`src/rtl/mem_port_arbiter.sv`:
```
// Shares one single-ported memory between the core's fetch and data ports, one access at a time.
// Define MEM_ARB_RR_EN for round-robin arbitration; otherwise the data port has fixed priority.
module mem_port_arbiter #(
   parameter int XLEN    = 32,
   parameter int TIMEOUT = 15
) (
   input  logic            clk,
   input  logic            reset,
   input  logic            if_req,
   input  logic [XLEN-1:0] if_addr,
   output logic [XLEN-1:0] if_rdata,
   output logic            if_ack,
   input  logic            d_req,
   input  logic            d_we,
   input  logic [XLEN-1:0] d_addr,
   input  logic [XLEN-1:0] d_wdata,
   input  logic [XLEN-1:0] d_mask,
   output logic [XLEN-1:0] d_rdata,
   output logic            d_ack,
   output logic            mem_req,
   output logic            mem_we,
   output logic [XLEN-1:0] mem_addr,
   output logic [XLEN-1:0] mem_wdata,
   output logic [XLEN-1:0] mem_mask,
   input  logic [XLEN-1:0] mem_rdata,
   input  logic            mem_ack,
   output logic            err
);

   typedef enum logic [1:0] {IDLE, BUSY_I, BUSY_D, RESP} arbState_t;

   localparam logic [7:0] TimeoutLimit = 8'(TIMEOUT);

   arbState_t       state, nextState;
   logic [7:0]      waitCnt;
   logic            grantData;
   logic            timedOut;
   logic            anyReq;
   logic            pickData;
   logic            memWe;
   logic [XLEN-1:0] memAddr, memWdata, memMask;
   logic [XLEN-1:0] ifRdata, dRdata;

   assign anyReq = if_req | d_req;

`ifdef MEM_ARB_RR_EN
   logic lastGrant;  // 1 = data port was granted last

   always_ff @(posedge clk) begin
      if (!reset)
         lastGrant <= 1'b0;
      else if (state == IDLE && anyReq)
         lastGrant <= pickData;
   end

   // On a conflict the port that was not served last time wins.
   assign pickData = d_req & (~if_req | ~lastGrant);
`else
   // Data wins conflicts so a stalled memory stage can always drain.
   assign pickData = d_req;
`endif

   // NOTE: sequential state uses non-blocking assignments so every register samples pre-edge values.
   always_ff @(posedge clk) begin
      if (!reset)
         state <= IDLE;
      else
         state <= nextState;
   end

   // NOTE: nextState gets its default before the case so no path leaves it unassigned (no latch).
   always_comb begin
      nextState = state;
      case (state)
         IDLE:           if (anyReq) nextState = pickData ? BUSY_D : BUSY_I;
         BUSY_I, BUSY_D: if (mem_ack || waitCnt == TimeoutLimit) nextState = RESP;
         RESP:           nextState = IDLE;
         default:        nextState = IDLE;
      endcase
   end

   // NOTE: the latched request and read-data registers are reset too, since every output must read 0 in reset.
   always_ff @(posedge clk) begin
      if (!reset) begin
         grantData <= 1'b0;
         timedOut  <= 1'b0;
         waitCnt   <= '0;
         memWe     <= 1'b0;
         memAddr   <= '0;
         memWdata  <= '0;
         memMask   <= '0;
         ifRdata   <= '0;
         dRdata    <= '0;
      end else begin
         case (state)
            IDLE: begin
               if (anyReq) begin
                  grantData <= pickData;
                  timedOut  <= 1'b0;
                  waitCnt   <= '0;
                  memWe     <= pickData & d_we;
                  memAddr   <= pickData ? d_addr  : if_addr;
                  memWdata  <= pickData ? d_wdata : '0;
                  memMask   <= pickData ? d_mask  : '0;
               end
            end
            BUSY_I, BUSY_D: begin
               if (mem_ack) begin
                  if (grantData) dRdata  <= mem_rdata;
                  else           ifRdata <= mem_rdata;
               end else if (waitCnt == TimeoutLimit) begin
                  timedOut <= 1'b1;
                  if (grantData) dRdata  <= '0;
                  else           ifRdata <= '0;
               end else begin
                  waitCnt <= waitCnt + 8'd1;
               end
            end
            default: ;
         endcase
      end
   end

   assign mem_req   = (state == BUSY_I) || (state == BUSY_D);
   assign mem_we    = memWe;
   assign mem_addr  = memAddr;
   assign mem_wdata = memWdata;
   assign mem_mask  = memMask;
   assign if_ack    = (state == RESP) && !grantData;
   assign d_ack     = (state == RESP) &&  grantData;
   assign err       = (state == RESP) &&  timedOut;
   assign if_rdata  = ifRdata;
   assign d_rdata   = dRdata;

endmodule

```
`config.mk`:
```
export PLATFORM = sky130hd
export DESIGN_NAME = mem_port_arbiter
export DESIGN_NICKNAME = d
export VERILOG_FILES = /design/src/rtl/mem_port_arbiter.sv
export SDC_FILE = /design/constraint.sdc
export NUM_CORES = 1
export LEC_CHECK = 0
export CORE_ASPECT_RATIO = 0.8
export CORE_MARGIN = 2
export CORE_UTILIZATION = 44
export DETAILED_ROUTE_END_ITERATION = 12
export GPL_ROUTABILITY_DRIVEN = 0
export PLACE_DENSITY = 0.85
export SYNTH_ARGS = -nofsm -noshare
export SYNTH_HDL_FRONTEND = slang
export SYNTH_SLANG_ARGS = --single-unit
```
`constraint.sdc`:
```
create_clock -name clk -period 3.9 [get_ports clk]
set_input_delay 1.17 -clock clk [delete_from_list [all_inputs] [get_ports clk]]
set_output_delay 1.17 -clock clk [all_outputs]
set_load 0.02 [all_outputs]
```
* Word-level counts from Yosys, hierarchy flattened
Cells that the tools add are included.
Storage, ports and cells: register bits 173, bits of input ports 166, output and inout port bits 165, word-level logic and storage cells 62
Cells by class: add/sub/neg operators 1, equal/unequal tests 9, mux-type cells 23, bitwise logic cells 3, reductions and logical operators 16
Operators by type and width (count):
- $mux W32 | 11
- $mux W8 | 3
- $pmux W8 S2 | 1
- $ne A2 B2 Y1 const B | 5
- $add A8 B1 Y8 const B | 1
- $eq A8 B4 Y1 const B | 1
- $reduce_and A4 Y1 | 2
- $mux W2 | 3
- $pmux W2 S3 | 1
- $reduce_and A3 Y1 | 2
- $eq A2 B2 Y1 const B | 2
- $reduce_and A2 Y1 | 2
- $reduce_bool A2 Y1 | 2
- $logic_and A1 B1 Y1 | 3
- $mux W1 | 3
- $eq A2 B1 Y1 const B | 1
- $logic_not A2 Y1 | 1
- $logic_or A1 B1 Y1 | 2
- $pmux W1 S2 | 1
- $reduce_or A2 Y1 | 1
- $and A1 B1 Y1 | 1
- $logic_not A1 Y1 | 1
- $not A1 Y1 | 1
- $or A1 B1 Y1 | 1

* Longest topological paths before layout
word-level depth 4, gate-level depth with buffers 8, depth with buffers taken out 6

* Worst setup path after synthesis
OpenSTA, ideal clock, no wires.
kind input to register, start input mem_ack, end register waitCnt[7], arrival time 2.213 ns, required time 3.766 ns, slack 1.552 ns, stages on the path 5, cell sequence clkbuf_1 a21bo_2 nor4_1 a31o_2 a21oi_1
Between the ends: word-level cells in the longest chain between the ends 2
Ends and longest elaborated chain:
- from (decl) | RTL line 26 | input logic mem_ack,
- $ne A2 B2 Y1 (no line)
- $reduce_and A4 Y1 (no line)
- to (signal assigned) | RTL line 116 | waitCnt <= waitCnt + 8'd1;
- to (decl) | RTL line 35 | logic [7:0] waitCnt;
No other way between the ends. A chain may end at the register's enable or synchronous reset.

* Worst setup path after layout
start register state[1], end output mem_req
Between the ends: word-level cells in the longest chain between the ends 2, elaborated cells between the ends (all ways) 3, those cells by class eq/ne: 2; reduce/logical: 1
Ends and longest elaborated chain:
- from (decl) | RTL line 34 | arbState_t state, nextState;
- from (signal assigned) | RTL line 68 | state <= nextState;
- $eq A2 B1 Y1 / $eq A2 B2 Y1 (equally long branches) | RTL line 124 | assign mem_req = (state == BUSY_I) || (state == BUSY_D);
- $logic_or A1 B1 Y1 * | RTL line 124
- to (decl) | RTL line 20 | output logic mem_req,
Every way passes the cells marked *; elsewhere a longest branch is shown, timed or not.

==> metrics <==
synthesized-area fraction occupied by adder cells 0.714%; CP required about 2.7 ns; Detail Placement HPWL between 10,000 and 15,000 um; Antenna Cells 0; RSZ-0062 raised after global routing false; Filler cells between 1,000 and 1,500; setup bufs post-CTS 0; sinks on the clock net 173; CTS tree built; area of the multi-input gates around 3200 um2; # rows 41; Root Buffer clkbuf_16; Pins Over Slew Limit 0; Synth Area per Inst roughly 9.1 um2; Die ar. ~17,000 um2; #FFs+latches synth 173; status completed; post-synth top area share 49.4%; Cell Area, Synth 7010 um2; Worst Hold Class reg -> reg; combinational family with the most area after synthesis simple AND/OR/NAND/NOR gates; Arr. time, crit path 2.05 ns; Rel. slew slack a little over half; count of cell types in the netlist 41; critical path peak fanout 14; P per Cell Area slightly below 600 nW/um2; Ys Warns 0; post-synthesis mux area share 14.1%; core outline area 15,700 um2; Simple-Gate Fraction of Synth Area 19.4%; maxcap violations 0; P&R area growth vs syn 57.2%; asr flop ratio synth 0%; Finished Core Util between 70% and 80%; total gr overflow 0; syn nets 940; EDFF count, synth 0; CTS buffer count 17; Clock Latency Late Sink 0.42 ns; worst vdd ir roughly 0.39 mV; cells taking the most area after synthesis dfxtp_1 (49%), mux2i_1 (14%), nand2_1 (9.1%), nand3_1 (7.5%), o211a_1 (4.6%); CP endpoint kind output port; top cells by count, synth dfxtp_1 (173), nand2_1 (170), nand3_1 (105), mux2i_1 (99), a21oi_1 (60); cell taking the most area after synthesis dfxtp_1; Final period util 82.5%; Resized cells post-CTS 0; Die H 117 um; initial antenna violation count 0; Post-synth top flop dfxtp_1; leakage power 4.24 nW; top-count cell post-synth dfxtp_1; first-pass GRT wire length 31,600 um; Initial Utilization 44.7%; Seq. cell area ~3500 um2; post-synthesis xor/xnor area fraction 0.250%; setup TNS 0 ns; Post-CTS Hold Buffers 0; Crit Path Category reg -> out; H-Tree Depth 4; Startpoint Class register; worst r2r src state[1]$_SDFFE_PN0P_; sequential area share after synthesis approximately 49%; Slew @ Worst Pin 0.690 ns; all-layer global routing usage 23.0%; fmax 311 MHz; Net count, final 1,233; DRC Markers 0; Clock Skews just under 0.008 ns; placed cell areas roughly 10,000 um2; layout cell share with drive strength beyond 1 around 5.2%; DR WL/cell ~16 um; CTS Buffer Depth 2; via count about 6,700; vias in the first global route 6,136; Iteration-0 DRC Markers roughly 380; largest net degree at the start of global routing a little over 70; Cells after Synth between 700 and 800; Port Buffers 330; worst setup path start state[1]$_SDFFE_PN0P_; Design Area, Final 11,000 um2; clk slew on worst S/H paths 0.07 ns; # IOs roughly 330; Die W 145 um; antenna-violating nets left 0; Hold Path Origin mem_mask[8]$_SDFFE_PN0P_; Hold Fails Final Rpt 0; drt total wl 20,200 um; final worst path period need 3.22 ns; Synth Area in Compound Gates between 10% and 20%; Vias/cell approximately 5.2; endpoints failing setup 0; total iterations of the first detailed-routing run 7
[final timing paths]
path	to	cells past startpoint	slack [ns]
setup reg to reg	if_rdata[31]$_SDFFE_PN0P_	6	1.71
setup / recovery	mem_req	3	0.68
hold / removal	mem_mask[8]$_SDFFE_PN0P_	2	0.45
hold reg to reg	mem_mask[8]$_SDFFE_PN0P_	2	0.45
[worst max-delay path, cell delays in order (launching register included)]
cell,delay [ns]
dfxtp_1,0.36
inv_1,0.07
ha_2,0.49
clkdlybuf4s50_1,0.70
[final cells by class]
class                      instances  share of cell area, %
clock buffer                      19                   4.02
clock inverter                    13                   1.56
inverter                           5                  0.170
multi-input combinational        525                   29.4
sequential                       173                   31.4
tap                              215                   2.44
timing repair buffer             341                   31.0
[routing by layer]
metal / wire (um) / vias up / GRT usage, %
met2: 9810 / 268 / 39.1
met5: 0 / - / 0
met3: 1530 / 34 / 6.90
met4: 494 / 0 / 8.56
met1: 8360 / 3094 / 28.1
li1: - / 3259 / -
[logic make-up after synthesis]
group                      count (synthesis)
DFF                                      173
adders and majority gates                  4
AOI/OAI and AO/OA                        116
xor gates and xnor gates                   2
muxes                                     99
buffers and inverters                     72
and+or+nand+nor                          304
[where the power goes]
group,switching (W),internal [W],total (W)
sequential,0.000164,0.00207,0.00223
clock,0.000770,0.000992,0.00176
combinational,0.00132,0.00104,0.00236
total,0.00226,0.00410,0.00636
[cells in the final DEF, fill, tap and decap left out, types with 7 or more instances in the layout]
master / synthesis / layout
clkdlybuf4s50_1: 0 / 328
dfxtp_1: 173 / 173
nand2_1: 170 / 170
nand3_1: 105 / 105
mux2i_1: 99 / 99
a21oi_1: 60 / 60
o211a_1: 32 / 32
clkbuf_16: 0 / 17
buf_4: 3 / 10
a21boi_0: 9 / 9
nor2_1: 7 / 7
[stage by stage]
step                power [W]  cells  hold WS (ns)  setup slack [ns]
global route          0.00667   1291         0.465             0.601
floorplan             0.00362    770         0.428              1.55
global placement      0.00459   1259         0.437             0.991
detailed placement    0.00463   1259         0.442             0.982
finish                0.00636   1291         0.450             0.681
CTS                   0.00640   1291         0.452             0.673
[flip-flops by register name, summed over array words and instances (netlist names)]
signal / count
mem_we: 1
if_rdata: 32
waitCnt: 8
mem_wdata: 32
grantData: 1
mem_mask: 32
mem_addr: 32
timedOut: 1
d_rdata: 32
state: 2
Note: power is estimated with default switching activity, not from simulation.
